$ cat src/rtl/ip_rx.sv
// ip_rx: IPv4 receive layer. Checks the 20-byte header, strips it and realigns the payload for the UDP stage.
// Define IP_HDR_CHECKSUM_EN to also drop packets whose header checksum does not verify.
module ip_rx #(
  parameter logic [31:0] P_LOCAL_IP = 32'hC0A8_0164,
  parameter logic [7:0]  P_PROTOCOL = 8'd17
) (
  input  logic        i_clk,
  input  logic        i_rst,
  input  logic [31:0] i_dymanic_local_ip,
  input  logic        i_dymanic_local_valid,
  input  logic [63:0] s_axis_mac_data,
  input  logic [7:0]  s_axis_mac_keep,
  input  logic        s_axis_mac_last,
  input  logic        s_axis_mac_valid,
  output logic [63:0] m_axis_ip_data,
  output logic [55:0] m_axis_ip_user,
  output logic [7:0]  m_axis_ip_keep,
  output logic        m_axis_ip_last,
  output logic        m_axis_ip_valid
);

  typedef enum logic [2:0] {IDLE, HDR1, HDR2, PAYLOAD, FLUSH, DROP} state_t;

  state_t      state;
  logic [31:0] local_ip;
  logic [15:0] total_len;
  logic        hdr0_ok;
  logic [7:0]  protocol;
  logic [31:0] src_ip;
  logic [15:0] rem;        // payload bytes still owed downstream
  logic [31:0] prev_lo;    // low half of the previous beat, upper half of the next output beat
  logic [3:0]  flush_cnt;

  function automatic logic [7:0] lead_mask(input logic [3:0] n);
    logic [7:0] m;
    m = '0;
    for (int i = 0; i < 8; i++) if (4'(i) < n) m[7-i] = 1'b1;
    return m;
  endfunction

  logic [3:0]  in_bytes;
  logic [15:0] pay_len;
  logic [15:0] pay_beats;
  logic        dest_ok;
  logic        accept;
  logic        short_last;
  logic [3:0]  avail;
  logic [3:0]  end_cnt;
  logic [15:0] rem_next;
  logic [3:0]  tail_cnt;
  logic [3:0]  drop_cnt;
  logic        csum_ok;

`ifdef IP_HDR_CHECKSUM_EN
  logic [19:0] csum_acc;
  logic [19:0] csum_sum;
  logic [16:0] csum_f1;
  logic [15:0] csum_f2;

  function automatic logic [19:0] sum4(input logic [63:0] d);
    return 20'(d[63:48]) + 20'(d[47:32]) + 20'(d[31:16]) + 20'(d[15:0]);
  endfunction

  always_comb begin
    csum_sum = csum_acc + 20'(s_axis_mac_data[63:48]) + 20'(s_axis_mac_data[47:32]);
    csum_f1  = 17'(csum_sum[15:0]) + 17'(csum_sum[19:16]);
    csum_f2  = csum_f1[15:0] + 16'(csum_f1[16]);
    csum_ok  = (csum_f2 == 16'hFFFF);
  end
`else
  assign csum_ok = 1'b1;
`endif

  // NOTE: every signal gets a default at the top of the block, so no path leaves it unassigned (no latch).
  always_comb begin
    in_bytes = '0;
    for (int i = 0; i < 8; i++) in_bytes = in_bytes + {3'b0, s_axis_mac_keep[i]};
    pay_len    = total_len - 16'd20;
    pay_beats  = (pay_len + 16'd7) >> 3;
    dest_ok    = (s_axis_mac_data[63:32] == local_ip) || (s_axis_mac_data[63:32] == 32'hFFFF_FFFF);
    accept     = hdr0_ok && (protocol == P_PROTOCOL) && dest_ok && (total_len > 16'd20) && csum_ok;
    short_last = s_axis_mac_last && (in_bytes <= 4'd4);
    avail      = short_last ? 4'd4 + in_bytes : 4'd8;
    end_cnt    = (rem < {12'h0, avail}) ? rem[3:0] : avail;
    rem_next   = rem - 16'd8;
    tail_cnt   = (rem_next < {12'h0, in_bytes - 4'd4}) ? rem_next[3:0] : in_bytes - 4'd4;
    drop_cnt   = (rem < 16'd4) ? rem[3:0] : 4'd4;
  end

  // NOTE: all state is written with non-blocking assignments so every register samples pre-edge values.
  always_ff @(posedge i_clk) begin
    if (i_rst) begin
      // A reset mid-frame must not parse the frame's remaining beats as a fresh header.
      state           <= (s_axis_mac_valid && !s_axis_mac_last) ? DROP : IDLE;
      local_ip        <= P_LOCAL_IP;
      total_len       <= '0;
      hdr0_ok         <= 1'b0;
      protocol        <= '0;
      src_ip          <= '0;
      rem             <= '0;
      prev_lo         <= '0;
      flush_cnt       <= '0;
`ifdef IP_HDR_CHECKSUM_EN
      csum_acc        <= '0;
`endif
      m_axis_ip_data  <= '0;
      m_axis_ip_user  <= '0;
      m_axis_ip_keep  <= 8'hFF;
      m_axis_ip_last  <= 1'b0;
      m_axis_ip_valid <= 1'b0;
    end else begin
      if (i_dymanic_local_valid) local_ip <= i_dymanic_local_ip;
      m_axis_ip_valid <= 1'b0;
      m_axis_ip_last  <= 1'b0;
      case (state)
        IDLE, FLUSH: begin
          if (state == FLUSH) begin
            m_axis_ip_data  <= {prev_lo, 32'h0};
            m_axis_ip_keep  <= lead_mask(flush_cnt);
            m_axis_ip_last  <= 1'b1;
            m_axis_ip_valid <= 1'b1;
          end
          if (s_axis_mac_valid) begin
            total_len <= s_axis_mac_data[47:32];
            hdr0_ok   <= (s_axis_mac_data[63:56] == 8'h45) && (s_axis_mac_data[13:0] == 14'h0);
`ifdef IP_HDR_CHECKSUM_EN
            csum_acc  <= sum4(s_axis_mac_data);
`endif
            state     <= s_axis_mac_last ? IDLE : HDR1;
          end else begin
            state <= IDLE;
          end
        end
        HDR1: begin
          protocol <= s_axis_mac_data[55:48];
          src_ip   <= s_axis_mac_data[31:0];
`ifdef IP_HDR_CHECKSUM_EN
          csum_acc <= csum_acc + sum4(s_axis_mac_data);
`endif
          state    <= (!s_axis_mac_valid || s_axis_mac_last) ? IDLE : HDR2;
        end
        HDR2: begin
          if (!s_axis_mac_valid || s_axis_mac_last) begin
            state <= IDLE;
          end else if (accept) begin
            m_axis_ip_user <= {pay_beats, protocol, src_ip};
            prev_lo        <= s_axis_mac_data[31:0];
            rem            <= pay_len;
            if (pay_len <= 16'd4) begin
              m_axis_ip_data  <= {s_axis_mac_data[31:0], 32'h0};
              m_axis_ip_keep  <= lead_mask(pay_len[3:0]);
              m_axis_ip_last  <= 1'b1;
              m_axis_ip_valid <= 1'b1;
              state           <= DROP;
            end else begin
              state <= PAYLOAD;
            end
          end else begin
            state <= DROP;
          end
        end
        PAYLOAD: begin
          m_axis_ip_valid <= 1'b1;
          if (!s_axis_mac_valid) begin
            // Valid vanished: the previous beat was the frame end with all eight bytes enabled.
            m_axis_ip_data <= {prev_lo, 32'h0};
            m_axis_ip_keep <= lead_mask(drop_cnt);
            m_axis_ip_last <= 1'b1;
            state          <= IDLE;
          end else begin
            m_axis_ip_data <= {prev_lo, s_axis_mac_data[63:32]};
            prev_lo        <= s_axis_mac_data[31:0];
            if (rem <= {12'h0, avail} || short_last) begin
              m_axis_ip_keep <= lead_mask(end_cnt);
              m_axis_ip_last <= 1'b1;
              state          <= s_axis_mac_last ? IDLE : DROP;
            end else begin
              m_axis_ip_keep <= 8'hFF;
              rem            <= rem_next;
              if (s_axis_mac_last) begin
                flush_cnt <= tail_cnt;
                state     <= FLUSH;
              end
            end
          end
        end
        DROP: begin
          if (!s_axis_mac_valid || s_axis_mac_last) state <= IDLE;
        end
        default: state <= IDLE;
      endcase
    end
  end

endmodule

$ cat config.mk
export PLATFORM = sky130hd
export DESIGN_NAME = ip_rx
export DESIGN_NICKNAME = d
export VERILOG_FILES = /design/src/rtl/ip_rx.sv
export SDC_FILE = /design/constraint.sdc
export NUM_CORES = 1
export LEC_CHECK = 0
export CORE_MARGIN = 5
export CORE_UTILIZATION = 52
export DETAILED_ROUTE_END_ITERATION = 6
export GPL_ROUTABILITY_DRIVEN = 0
export PLACE_DENSITY = 0.8
export SLEW_MARGIN = 20
export SYNTH_ARGS = -nofsm -noshare
export SYNTH_HDL_FRONTEND = slang
export SYNTH_SLANG_ARGS = --single-unit
$ cat constraint.sdc
create_clock -name i_clk -period 6.3 [get_ports i_clk]
set_input_delay 0.945 -clock i_clk [delete_from_list [all_inputs] [get_ports i_clk]]
set_output_delay 0.945 -clock i_clk [all_outputs]
set_load 0.01 [all_outputs]
# Word level (Yosys, flattened, before mapping)

Cells that the tools add are included.

Add/subtract/negate cells: 12
$lt $le $gt $ge: 39
Equality and inequality tests: 17
Mux-type cells: 80
Bitwise operators: 2
Reduce and logical (&&, ||, !) cells: 23

Operators by type and width:

| kind                    | number |
|---|---|
| $mux W64                | 4 |
| $pmux W64 S3            | 1 |
| $mux W32                | 4 |
| $lt A3 B4 Y1 const A    | 16 |
| $mux W16                | 4 |
| $pmux W32 S2            | 1 |
| $mux W8                 | 6 |
| $mux W1                 | 40 |
| $eq A32 B32 Y1          | 1 |
| $eq A32 B32 Y1 const B  | 1 |
| $lt A1 B4 Y1 const A    | 8 |
| $lt A16 B4 Y1           | 2 |
| $lt A2 B4 Y1 const A    | 8 |
| $pmux W16 S2            | 1 |
| $mux W3                 | 10 |
| $pmux W8 S3             | 1 |
| $add A16 B3 Y16 const B | 1 |
| $add A4 B1 Y4           | 4 |
| $gt A16 B5 Y1 const B   | 1 |
| $le A16 B3 Y1 const B   | 1 |
| $le A16 B4 Y1           | 1 |
| $lt A16 B3 Y1 const B   | 1 |
| $mux W4                 | 4 |
| $sub A16 B4 Y16 const B | 1 |
| 31 further kinds        | 51 |

Register bits: 271
Input port bits: 109
Logic and storage cells: 187

# Longest topological paths before layout

Gate-level depths: netlist of run 1.

Word-level depth: 17
Depth in mapped cells: 22
Gate-level depth less buffers: 21

# Worst setup path after synthesis of run 1

OpenSTA, ideal clock, no wires.

Path type: input port to flip-flop
Start point: input port s_axis_mac_keep[0]
End point: register rem[14]
Library setup time: 0.144 ns
Data arrival time: 5.649 ns
Data required time: 6.156 ns
Path slack: 0.507 ns
Cell stages on the path: 21
Buffers on the path: 0
Path through: inv_1 > fa_1 > fa_1 > fa_1 > inv_1 > ha_1 > fa_1 > xor2_1 > ha_1 > nand2b_1 > o211a_1 > nor2b_1 > inv_1 > ha_1 > o21a_1 > o31a_1 > o21ai_0 > a21oi_1 > and2_0 > o221ai_1 > o32ai_1

Cells in the longest elaborated chain, start to end: 14

Ends and longest elaborated chain:

| what                                   | RTL line | RTL |
|---|---|---|
| from (decl)                            | 12       | `input logic [7:0] s_axis_mac_keep,` |
| $add A1 B1 Y2 (*)                      | 77       | `for (int i = 0; i < 8; i++) in_bytes = in_bytes + {3'b0, s_axis_mac_keep[i]};` |
| $add A2 B1 Y3 (*)                      | 77       |  |
| $add A3 B1 Y4 (*)                      | 77       |  |
| $add A4 B1 Y4 (*) (4 in series)        | 77       |  |
| $le A4 B3 Y1                           | 82       | `short_last = s_axis_mac_last && (in_bytes <= 4'd4);` |
| $logic_and A1 B1 Y1                    | 82       |  |
| $mux W4                                | 83       | `avail = short_last ? 4'd4 + in_bytes : 4'd8;` |
| $le A16 B4 Y1                          | 173      | `if (rem <= {12'h0, avail} \|\| short_last) begin` |
| $logic_or A1 B1 Y1 (*)                 | 173      |  |
| $ne A2 B2 Y1 (no source line) (*)      | -        |  |
| $reduce_and A5 Y1 (no source line) (*) | -        |  |
| to (signal assigned)                   | 148      | `rem <= pay_len;` |
| to (signal assigned)                   | 179      | `rem <= rem_next;` |
| to (decl)                              | 30       | `logic [15:0] rem;` |

Every way passes the cells marked *; elsewhere a longest branch is shown, timed or not.
A chain may end at the register's enable or synchronous reset.

# Final worst setup path of run 1

Start point: input port s_axis_mac_keep[0]
End point: register rem[11]

The elaborated chain is that of the path after synthesis.

==> flow_metrics.env, run 1 <==
export IMPL_synth_top_cells_by_area="dfxtp_1, mux2i_1, nand2_1"
export IMPL_synthMuxAreaShare_pct=11.9
export IMPL_path_class="in2reg"
export IMPL_ys_types=78
export IMPL_synth_warnings=0
export IMPL_first_iter_violations=958
export IMPL_grt_pass1_vias=11100
export IMPL_clockBufferDepth=3
export IMPL_pwr_share_comb_pct=13.8
export IMPL_fill_cells=1874
export IMPL_synth_seq_cells=271
export IMPL_power_share_clock_pct=42.2
export IMPL_dr_pass1_iters=6
export IMPL_wl_per_cell_um=19.2
export IMPL_switching_share_pct=25.8
export IMPL_synth_top_area_cell="dfxtp_1"
export IMPL_avgSynthCellArea_um2=8.72
export IMPL_port_buffers=235
export IMPL_finalSetupTns_ns=0
export IMPL_synth_simple_gate_area_share_pct=18.8
export IMPL_min_to="m_axis_ip_user[48]"
export IMPL_row_count=56
export IMPL_holdPathStages=2
export IMPL_synth_xor_area_share_pct=3.77
export IMPL_post_cts_buffers=0
export IMPL_max_freq_mhz=167
export IMPL_startpoint_type="primary input"
export IMPL_r2r_start="state[1]"
export IMPL_synth_compound_area_share_pct=15.0
export IMPL_synth_area_um2=12600
export IMPL_r2r_cells=7
export IMPL_synth_flop_cell="dfxtp_1"
export IMPL_vdd_drop_max_mv=0.199
export IMPL_wl_um=37700
export IMPL_cts_tree="done"
export IMPL_die_h_um=165
export IMPL_final_min_clock_period_ns=5.99
export IMPL_leakage_nw=6.34
export IMPL_synth_edf_count=3
export IMPL_r2r_end="flush_cnt[3]"
export IMPL_placed_area_um2=15000
export IMPL_cts_clk_slew_worst_paths_ns=0.07
export IMPL_use_met2_pct=44.7
export IMPL_yosysSeqAreaShare_pct=43.5
export IMPL_overflow=0
export IMPL_max_slew_margin_pct=21.8
export IMPL_place_hpwl_um=25500
export IMPL_pwr_share_seq_pct=44.0
export IMPL_nets=1755
export IMPL_use_met3_pct=4.14
export IMPL_synthToLayoutAreaGrowth_pct=27.5
export IMPL_internal_power_mw=3.01
export IMPL_cts_root_buffer="clkbuf_16"
export IMPL_clock_latency_ns=0.54
export IMPL_coreArea_um2=23600
export IMPL_drive_above_1_share_pct=7.96
export IMPL_status="finished clean"
export IMPL_synthAdderAreaFrac_pct=2.43
export IMPL_yosys_cell_count_top_type="dfxtp_1"
export IMPL_grt_use_met1_pct=34.7
export IMPL_finalSetupViolCount=0
export IMPL_cts_htree_levels=1
export IMPL_total_power_mw=4.06
export IMPL_via_per_inst=5.85
export IMPL_final_hold_violation_count=0
export IMPL_cap_violations=0
export IMPL_fin_cells=1967
export IMPL_async_flop_share_pct=0
export IMPL_drt_antenna_violating_nets=0
export IMPL_synth_top_family_by_area="simple AND/OR/NAND/NOR gates"
export IMPL_utilization_pct=67.8
export IMPL_cts_sinks=271
export IMPL_crit_required_ns=6.76
export IMPL_powerDensity_nw_per_um2=254
export IMPL_tightestPinTransition_ns=1.16
export IMPL_initial_utilization_pct=53.2
export IMPL_skew_ns=0.0103
export IMPL_num_io_pins=239
export IMPL_min_delay_start="m_axis_ip_user[48]"
export IMPL_synth_cells=1439
export IMPL_finalMaxSlewViolations=0
export IMPL_cts_made_buffers=28
export IMPL_die_w_um=165
export IMPL_grt_pass1_wl_um=58700
export IMPL_arrival_ns=6.45
export IMPL_vias=11500
export IMPL_fin_area_um2=16000
export IMPL_hold_path_class="reg2reg"
export IMPL_rsz0062_at_grt="false"
export IMPL_crit_fanout=6
export IMPL_dpl_cell_count=1913
export IMPL_grt_usage_pct=26.5
export IMPL_antenna_found_initial=3
export IMPL_final_period_utilization_pct=95.0
export IMPL_yosys_top_cells_count="dfxtp_1, nand2_1, a21oi_1"
export IMPL_top_usage_layer="met2"
export IMPL_end_kind="flop"
export IMPL_die_area_um2=27300
export IMPL_synth_top_area_share_pct=42.7
export IMPL_p_sw_mw=1.05
export IMPL_grt_max_degree=83
export IMPL_drc=0
export IMPL_rrSetupSlack_ns=2.51
## kinds of logic (layout without fill, tap and decap cells)
group / after synthesis / after routing
AO/OA/AOI/OAI: 292 / 292
XOR/XNOR: 54 / 54
buffers and inverters: 133 / 337
multiplexers: 145 / 145
AND/OR/NAND/NOR: 521 / 521
flip-flops: 271 / 271
adder cells (fa/ha/maj): 22 / 22
other: 1 / 6
## power by group through the flow
stage | clock network [mW] | registers [mW] | logic (mW)
6_report | 1.71 | 1.79 | 0.558
2_1_floorplan | 0 | 1.81 | 0.339
3_3_place_gp | 0 | 1.82 | 0.528
5_1_grt | 1.81 | 1.79 | 0.610
4_1_cts | 1.74 | 1.79 | 0.550
3_5_place_dp | 0 | 1.82 | 0.545
## how the worst max path moves through the flow
stage,startpoint,to,slack (ns)
after floorplan,s_axis_mac_keep[0],rem[14],0.51
after global placement,s_axis_mac_keep[0],rem[6],-0.20
after detailed placement,s_axis_mac_keep[0],rem[6],-0.37
after CTS,s_axis_mac_keep[0],rem[15],0.20
after global routing,s_axis_mac_keep[0],rem[8],0.04
final,s_axis_mac_keep[0],rem[11],0.31
## placed cells by master, fill, tap and decap left out, types with 24 or more instances in the layout
cell	n
a21oi_1	127
a22o_1	33
clkbuf_16	28
clkdlybuf4s50_1	233
dfxtp_1	268
inv_1	31
mux2_2	35
mux2i_1	110
nand2_1	236
nand3_1	48
nor2_1	118
nor4_1	24
o21ai_0	46
xor2_1	41
## metal layers
layer  up-vias  wire length (um)
met1      5465             15400
met2       521             18200
met5         -                 0
met3        99              2760
met4         0              1250
li1       5427                 -
## cell type report
class,instances,area (um2),share of cell area (%)
clock buffer,33,749,4.68
antenna,3,7.51,0.0469
multi-input combinational,1037,6570,41.0
clock inverter,18,216,1.35
sequential,271,5460,34.1
tap,319,399,2.49
timing repair buffer,253,2480,15.5
inverter,33,124,0.774
## critical path, stage by stage
cell             delay, ns
clkdlybuf4s50_1       0.45
inv_1                 0.05
fa_1                  0.54
fa_1                  0.44
fa_1                  0.50
inv_1                 0.04
ha_1                  0.20
fa_1                  0.38
xor2_1                0.17
ha_1                  0.22
o21ai_0               0.14
o211a_1               0.22
nor2b_1               0.20
inv_1                 0.08
ha_1                  0.29
o21a_1                0.21
o31a_1                0.12
o21ai_0               0.25
a21oi_1               0.13
and2_1                0.23
o22ai_1               0.37
mux2i_1               0.26
## metrics by stage
stage	worst slack, ns	hold WS [ns]
final	0.313	0.454
after global placement	-0.202	0.439
after global routing	0.0375	0.474
after detailed placement	-0.367	0.446
after floorplan	0.507	0.432
after CTS	0.205	0.455
## registers in the layout, indices dropped and copies added (netlist names)
| signal | flops |
|---|---|
| prev_lo | 32 |
| m_axis_ip_valid | 1 |
| hdr0_ok | 1 |
| src_ip | 32 |
| state | 3 |
| total_len | 16 |
| local_ip | 32 |
| m_axis_ip_user | 53 |
| m_axis_ip_keep | 8 |
| rem | 16 |
| protocol | 8 |
| m_axis_ip_last | 1 |
| flush_cnt | 4 |
| m_axis_ip_data | 64 |
## timing repair
action / in CTS / in global routing
resized for setup: 0 / 3
hold buffers: 0 / 0
hold endpoints to repair: 0 / 0
setup endpoints to repair: 0 / 8
Note: power is estimated with default switching activity, not from simulation.
==> run 2, diff against run 1 <==
--- a/config.mk
+++ b/config.mk
@@ -7,3 +7,3 @@
 export LEC_CHECK = 0
-export CORE_MARGIN = 5
+export CORE_MARGIN = 2
 export CORE_UTILIZATION = 52
--- a/constraint.sdc
+++ b/constraint.sdc
@@ -3,2 +3,2 @@
 set_output_delay 0.945 -clock i_clk [all_outputs]
-set_load 0.01 [all_outputs]
+set_load 0.05 [all_outputs]
==> flow_metrics.env, run 2 (synthesis gave the netlist of run 1 again) <==
export IMPL_place_hpwl_um=24500
export IMPL_skew_ns=0.0182
export IMPL_grt_max_degree=83
export IMPL_overflow=0
export IMPL_crit_required_ns=6.71
export IMPL_cts_clk_slew_worst_paths_ns=0.07
export IMPL_synthToLayoutAreaGrowth_pct=28.8
export IMPL_clockBufferDepth=3
export IMPL_finalSetupViolCount=0
export IMPL_reg_top3="m_axis_ip_data x64, m_axis_ip_user x53"
export IMPL_regArea_um2=5460
export IMPL_r2r_end="m_axis_ip_data[53]"
export IMPL_clock_latency_ns=0.54
export IMPL_layout_cells_most_common="dfxtp_1"
export IMPL_tightestPinTransition_ns=1.09
export IMPL_grt_pass1_vias=10900
export IMPL_cap_violations=0
export IMPL_multi_input_area_um2=6570
export IMPL_wl_per_cell_um=18.6
export IMPL_cts_made_buffers=28
export IMPL_die_area_um2=25400
export IMPL_powerDensity_nw_per_um2=267
export IMPL_placed_area_um2=15000
export IMPL_crit_chain="clkdlybuf4s50_1, inv_1, fa_1, fa_1, fa_1, inv_1, ha_1, fa_1, xor2_1, ha_1, nand2b_1, o211a_1, nor2b_2, inv_1, ha_1, o21a_1, o31a_1, o21ai_0, a21oi_1, and2_1, o22ai_1, a2111oi_0"
export IMPL_cts_root_buffer="clkbuf_16"
export IMPL_drc=0
export IMPL_cts_sinks=271
export IMPL_fill_cells=1906
export IMPL_grt_usage_pct=27.6
export IMPL_first_iter_violations=934
export IMPL_cts_tree="done"
export IMPL_r2r_cells=10
export IMPL_finalMaxSlewViolations=0
export IMPL_end_kind="flop"
export IMPL_final_hold_violation_count=0
export IMPL_final_min_clock_period_ns=5.96
export IMPL_startpoint_type="primary input"
export IMPL_max_freq_mhz=168
export IMPL_grt_pass1_wl_um=57900
export IMPL_crit_path_start="s_axis_mac_keep[0]"
export IMPL_cpPeakStageDelay_ns=0.55
export IMPL_rrSetupSlack_ns=2.65
export IMPL_arrival_ns=6.37
export IMPL_hold_path_class="reg2reg"
export IMPL_max_slew_margin_pct=27.0
export IMPL_largest_reg_flops=64
export IMPL_nets=1756
export IMPL_rsz0062_at_grt="false"
export IMPL_antenna_found_initial=1
export IMPL_path_class="in2reg"
export IMPL_drive_above_1_share_pct=8.20
export IMPL_cts_htree_levels=1
export IMPL_wl_um=36600
export IMPL_fin_area_um2=16200
export IMPL_final_period_utilization_pct=94.6
export IMPL_num_io_pins=239
export IMPL_die_h_um=159
export IMPL_crit_end="rem[8]"
export IMPL_vias=11300
export IMPL_r2r_start="total_len[2]"
export IMPL_crit_fanout=6
export IMPL_row_count=56
export IMPL_dr_pass1_iters=7
export IMPL_leakage_nw=6.42
export IMPL_drt_antenna_violating_nets=0
export IMPL_final_cell_mix="dfxtp_1, nand2_1, clkdlybuf4s50_1"
export IMPL_via_per_inst=5.76
export IMPL_finalSetupTns_ns=0
export IMPL_vdd_drop_max_mv=0.218
export IMPL_die_w_um=159
export IMPL_cp_common_cell="fa_1"
export IMPL_hold_buffers=0
export IMPL_port_buffers=235
export IMPL_coreArea_um2=23600
export IMPL_initial_utilization_pct=53.2
export IMPL_largest_register="m_axis_ip_data"
export IMPL_cpMaxStageDelayCell="fa_1"
export IMPL_status="finished clean"
==> run 2: cell count changes in the layout (fill, tap and decap cells not counted), sizes merged <==
| cell | before | now |
|---|---|---|
| clkinv | 11 | 8 |
| diode | 3 | 1 |
| bufinv | 4 | 9 |
| clkbuf | 33 | 34 |
| clkinvlp | 3 | 2 |
| inv | 33 | 32 |
| buf | 20 | 21 |
==> run 2: worst min path at each step <==
stage	to	depth (start not counted)	start	slack, ns
2_1_floorplan	hdr0_ok	2	hdr0_ok	0.43
3_3_place_gp	m_axis_ip_user[41]	2	m_axis_ip_user[41]	0.44
3_5_place_dp	src_ip[1]	2	src_ip[1]	0.45
4_1_cts	m_axis_ip_user[48]	2	m_axis_ip_user[48]	0.45
5_1_grt	m_axis_ip_data[33]	2	m_axis_ip_data[33]	0.47
6_report	m_axis_ip_user[48]	2	m_axis_ip_user[48]	0.45
==> run 2: layout make-up <==
| cell class | instances | share of cell area (%) |
|---|---|---|
| tap | 319 | 2.47 |
| antenna | 1 | 0.0155 |
| clock inverter | 18 | 2.00 |
| timing repair buffer | 254 | 15.6 |
| clock buffer | 34 | 4.85 |
| multi-input combinational | 1037 | 40.6 |
| inverter | 33 | 0.766 |
| sequential | 271 | 33.7 |
==> run 2: routing by layer <==
layer | vias to the layer above | global-route usage [%] | wire, um | share of wire, %
met5 | - | 0 | 0 | 0
met4 | 0 | 9.55 | 1070 | 2.9
met3 | 79 | 3.96 | 2500 | 6.8
met2 | 478 | 46.4 | 17500 | 48
met1 | 5387 | 36.4 | 15500 | 42
li1 | 5394 | - | - | -
==> run 2: what timing repair did <==
action,4_1_cts,5_1_grt
buffers inserted,0,2
endpoints found under the setup margin,0,17
hold endpoints to repair,0,0
resized for setup,0,4
==> run 2: critical path, delay by kind of cell <==
| family | cells | cell delay (ns) |
|---|---|---|
| AO/OA/AOI/OAI | 7 | 1.40 |
| XOR/XNOR | 1 | 0.21 |
| adder cells (fa/ha/maj) | 7 | 2.57 |
| buffers and inverters | 4 | 0.64 |
| AND/OR/NAND/NOR | 3 | 0.60 |
==> run 2: where the power goes <==
| group | internal [mW] | switching, mW |
|---|---|---|
| Combinational | 0.239 | 0.332 |
| Sequential | 1.75 | 0.0324 |
| Clock | 1.25 | 0.705 |
==> run 2: through the flow <==
| step | worst slack (ns) | std cells | util (%) | power (mW) | hold slack, ns |
|---|---|---|---|---|---|
| 2_1_floorplan | 0.507 | 1441 | - | 2.17 | 0.432 |
| 3_3_place_gp | -0.00621 | 1911 | 63.6 | 2.36 | 0.440 |
| 3_5_place_dp | -0.250 | 1911 | 63.6 | 2.37 | 0.446 |
| 4_1_cts | 0.274 | 1963 | 68.3 | 4.32 | 0.454 |
| 5_1_grt | 0.0805 | 1967 | 68.5 | 4.46 | 0.469 |
| 6_report | 0.339 | 1967 | 68.5 | 4.31 | 0.447 |
==> run 3, diff against run 2 <==
- CORE_UTILIZATION: 52 -> 57
- PLACE_DENSITY: 0.8 -> 0.86
- clock period: 6.3 -> 6.9 ns (I/O delays scaled with it)
==> flow_metrics.env, run 3 (synthesis gave the netlist of run 1 again) <==
export IMPL_status="finished clean"
export IMPL_drc=0
export IMPL_synthToLayoutAreaGrowth_pct=25.8
export IMPL_finalSetupViolCount=0
export IMPL_post_cts_resized=0
export IMPL_path_class="in2reg"
export IMPL_crit_required_ns=7.29
export IMPL_coreArea_um2=21700
export IMPL_place_hpwl_um=24100
export IMPL_grt_pass1_wl_um=58900
export IMPL_row_count=54
export IMPL_final_min_clock_period_ns=6.64
export IMPL_die_w_um=152
export IMPL_end_kind="flop"
export IMPL_die_h_um=152
export IMPL_grt_pass1_vias=11300
export IMPL_drive_above_1_share_pct=7.08
export IMPL_drt_antenna_violating_nets=0
export IMPL_rrSetupSlack_ns=3.06
export IMPL_vdd_drop_max_mv=0.206
export IMPL_antenna_cells=0
export IMPL_largest_register="m_axis_ip_data"
export IMPL_powerDensity_nw_per_um2=226
export IMPL_layout_cells_most_common="dfxtp_1"
export IMPL_die_area_um2=23200
export IMPL_cts_htree_levels=1
export IMPL_total_power_mw=3.57
export IMPL_utilization_pct=72.8
export IMPL_hold_path_class="reg2reg"
export IMPL_grt_max_degree=108
export IMPL_max_slew_margin_pct=25.8
export IMPL_cap_violations=0
export IMPL_final_hold_violation_count=0
export IMPL_num_io_pins=239
export IMPL_wl_um=36500
export IMPL_cts_root_buffer="clkbuf_16"
export IMPL_overflow=0
export IMPL_via_per_inst=6.05
export IMPL_cts_tree="done"
export IMPL_post_cts_buffers=0
export IMPL_dr_pass1_iters=7
export IMPL_hold_buffers=0
export IMPL_cts_sinks=271
export IMPL_clock_latency_ns=0.56
export IMPL_rsz0062_at_grt="false"
export IMPL_vias=11600
export IMPL_final_cell_mix="dfxtp_1, nand2_1, clkdlybuf4s50_1"
export IMPL_final_period_utilization_pct=96.3
export IMPL_leakage_nw=6.26
export IMPL_hold_ws_ns=0.454
export IMPL_nets=1747
export IMPL_cts_made_buffers=28
export IMPL_tightestPinTransition_ns=1.11
export IMPL_antenna_found_initial=0
export IMPL_wl_per_cell_um=19.0
export IMPL_clockBufferDepth=3
export IMPL_arrival_ns=7.04
export IMPL_crit_fanout=7
export IMPL_largest_reg_flops=64
export IMPL_reg_top3="m_axis_ip_data x64, m_axis_ip_user x53"
export IMPL_startpoint_type="primary input"
export IMPL_grt_usage_pct=30.4
export IMPL_cts_clk_slew_worst_paths_ns=0.06
export IMPL_skew_ns=0.0159
export IMPL_max_freq_mhz=151
export IMPL_finalMaxSlewViolations=0
export IMPL_first_iter_violations=854
export IMPL_port_buffers=235
export IMPL_initial_utilization_pct=57.9
## run 3: cell count changes in the layout (fill, tap and decap cells not counted), moves of 2 or more
cell | previous run | this run
bufinv_16 | 9 | 0
clkbuf_1 | 1 | 9
buf_4 | 17 | 10
buf_12 | 2 | 0
## run 3: metrics by stage
step	area (um2)	setup TNS [ns]	worst slack, ns	instances
final	15800	0	0.258	1918
after global routing	15800	0	0.0716	1918
after CTS	15800	0	0.418	1918
after detailed placement	14900	-0.592	-0.103	1866
after global placement	14900	0	0.138	1866
after floorplan	12600	0	1.02	1441
## run 3: worst max-delay path, cell delays in order
cell             delay [ns]
clkdlybuf4s50_1        0.45
inv_1                  0.05
fa_1                   0.55
fa_1                   0.43
fa_1                   0.50
inv_1                  0.05
ha_1                   0.21
fa_1                   0.38
xor2_1                 0.38
ha_1                   0.27
nand2b_1               0.14
o211a_1                0.20
nor2b_1                0.24
inv_1                  0.10
ha_1                   0.30
o21a_1                 0.19
o31a_1                 0.14
o21ai_0                0.26
a21oi_1                0.13
and2_0                 0.25
o221ai_1               0.61
o32ai_1                0.17
## run 3: routing by layer
metal  track usage [%]  vias up  wire [um]
met2              51.6      538      17800
met4              10.5        0       1240
li1                  -     5407          -
met5                 0        -          0
met1              39.0     5545      14700
met3              5.38      121       2710
## run 3: final timing paths
check                           cells after the start               start                 end
worst max register to register                      7            state[2]  m_axis_ip_user[27]
worst min-delay path                                2  m_axis_ip_user[44]  m_axis_ip_user[44]
worst min register to register                      2  m_axis_ip_user[44]  m_axis_ip_user[44]
worst max-delay path                               22  s_axis_mac_keep[0]              rem[5]
## run 3: where the power goes
part | internal, mW | total (mW) | switching [mW]
clock | 0.799 | 1.43 | 0.630
combinational | 0.206 | 0.505 | 0.299
sequential | 1.60 | 1.63 | 0.0300
## run 3: area by class of cell
cell class	count	area (um2)
inverter	33	124
multi-input combinational	1037	6560
clock buffer	41	790
clock inverter	11	87.6
sequential	271	5460
tap	280	350
fill	1592	5900
timing repair buffer	245	2420
==> RTL change (settings of run 2) <==
Put one more register stage on the output `m_axis_ip_user`. The value now appears one clock later. The other outputs are not delayed to match.
--- a/src/rtl/ip_rx.sv
+++ b/src/rtl/ip_rx.sv
@@ -22,4 +22,6 @@
   typedef enum logic [2:0] {IDLE, HDR1, HDR2, PAYLOAD, FLUSH, DROP} state_t;
 
+  logic [55:0] m_axis_ip_user_s0;
+
   state_t      state;
   logic [31:0] local_ip;
@@ -105,5 +107,5 @@
 `endif
       m_axis_ip_data  <= '0;
-      m_axis_ip_user  <= '0;
+      m_axis_ip_user_s0 <= '0;
       m_axis_ip_keep  <= 8'hFF;
       m_axis_ip_last  <= 1'b0;
@@ -144,5 +146,5 @@
             state <= IDLE;
           end else if (accept) begin
-            m_axis_ip_user <= {pay_beats, protocol, src_ip};
+            m_axis_ip_user_s0 <= {pay_beats, protocol, src_ip};
             prev_lo        <= s_axis_mac_data[31:0];
             rem            <= pay_len;
@@ -193,4 +195,8 @@
   end
 
+  always_ff @(posedge i_clk) begin
+    m_axis_ip_user <= m_axis_ip_user_s0;
+  end
+
 endmodule
 
Behaviour: not the same (a bounded check fails within 4 cycles, from zero or initial values and one cycle with i_rst high).
==> RTL change against run 2 <==
  * Critical endpoint is now rem[9]
  * Clock skew is 0.0040 ns higher
  * Maximum frequency hardly changed
  * Power is 17% higher
  * Sequential cell count is 53 higher
  * Worst hold slack worse by 0.10 ns
  * Area after synthesis is 9.9% higher
  * Setup slack better by 0.0046 ns
  * Utilization is 0.94 points lower
  * Routed wire length is 5.8% higher
  * Final area is 8.9% higher
  * Critical path depth is 1 higher
  * Critical path type unchanged
  * The run now ends with design-rule violations left
==> RTL change: results (changes against run 2) <==
stage	metric	value	unit	change
synthesis	synthArstFlopShare	0	%	unchanged
drt	met1_length	15800	um	+1.7%
pwr	power_switching_share	26.0	%	+1.2 points
critical_path	critPathMaxFanout	8		+2
min_path	min_path_cells	0		-2
placed_design	pre_cts_slack	-0.320	ns	-0.0701 ns
critical_path	worstReg2RegEnd	m_axis_ip_keep[2]		
synthesis	ys_seq_area_share	47.2	%	+3.8 points
synthesis	synth_top_cells_by_area	dfxtp_1 47%, mux2i_1 8.6%, a21oi_1 4.7%		
sta	fin_skew	0.0222	ns	+0.00401 ns
status	failed_checks	design-rule violations		
synthesis	avgSynthCellArea	9.32	um^2	+6.9%
drt	ant_nets	0		unchanged
clock_tree	cts_buffers	34		+21%
critical_path	critPathSlowestCell	fa_1		
pwr	powerSeq	2.15	mW	+20%
cells_and_area	fin_cells	2033		+3.4%
cells_and_area	final_nets	1801		+2.6%
synthesis	synth-edff-count	3		unchanged
drt	wl_met2	18000	um	+2.7%
pwr	power	5.06	mW	+17%
min_path	min_path_type	reg2reg		
sta	finalCritPeriodShare	94.5	%	about the same
drt	drt_pass1_iterations	7		unchanged
placed_design	place_area	16300	um^2	+8.7%
cells_and_area	nFillCells	1992		+4.5%
grt	use_met3	6.80	%	+2.8 points
grt	grt_pass1_wl	61900	um	+6.8%
synthesis	ys_top_cells_by_count	321 x dfxtp_1, 169 x nand2_1, 130 x a21oi_1		
clock_tree	htreeDepth	2		+1
placed_design	place_hpwl	25700	um	+5.0%
min_path	hold_end	m_axis_ip_user[38]		
status	status	finished with violations		
drt	vias_per_cell	5.86		+1.7%
drt	maxUsedRoutingLayer	met4		
cells_and_area	reg.largest.list	m_axis_ip_data: 64 flops, m_axis_ip_user: 53 flops, m_axis_ip_user_s0: 53 flops		
critical_path	critical_path_arrival	6.36	ns	about the same
drt	wl_met3	3600	um	+44%
grt	met2_usage	43.9	%	-2.4 points
grt	grt.met1_usage	34.3	%	-2.1 points
pwr	leakage	6.31	nW	-1.8%
sta	worst_pin_slew	1.10	ns	+0.0128 ns
sta	hold_slack	0.343	ns	-0.104 ns
drt	drc	1		+1
drt	drt-total-wl	38700	um	+5.8%
drt	drtIter0Drc	1158		+24%
pwr	p_comb_share	14.7	%	+1.5 points
critical_path	reg2reg_slack	1.94	ns	-0.71 ns
cells_and_area	layout-drive-gt1-share	9.14	%	+0.94 points
pwr	ir_drop	244	uV	+12%
min_path	holdCritStartpoint	m_axis_ip_user_s0[38]		
clock_tree	clock_latency	0.52	ns	-0.02 ns
clock_tree	cts_setup_buffers	0		unchanged
placed_design	portBuffers	235		unchanged
grt	globalRouteTotalUtil	26.9	%	-0.69 points
critical_path	cp-endpoint	rem[9]		
[RTL change: repair_timing]
action | CTS | global route
hold buffers | 0 | 0
resized for setup | 0 | 7
endpoints found under the setup margin | 0 | 23
[RTL change: area by class of cell]
type	count	area (um^2)	share of cell area (%)
flip-flops and latches	324	6520	37.0
inverters	29	109	0.618
clock buffers	42	952	5.41
well taps	335	419	2.38
multi-input cells	1017	6750	38.3
diodes	2	5.00	0.0284
clock inverters	20	277	1.57
repair buffers	264	2580	14.6
[RTL change: logic make-up after synthesis]
| group | count (synthesis) | synth area share, % |
|---|---|---|
| XOR/XNOR | 58 | 3.68 |
| adder cells (fa/ha/maj) | 22 | 2.21 |
| other | 1 | 0.0272 |
| AO/OA/AOI/OAI | 356 | 18.1 |
| flip-flops | 324 | 47.2 |
| multiplexers | 120 | 8.73 |
| AND/OR/NAND/NOR | 458 | 15.4 |
| buffers and inverters | 141 | 4.54 |
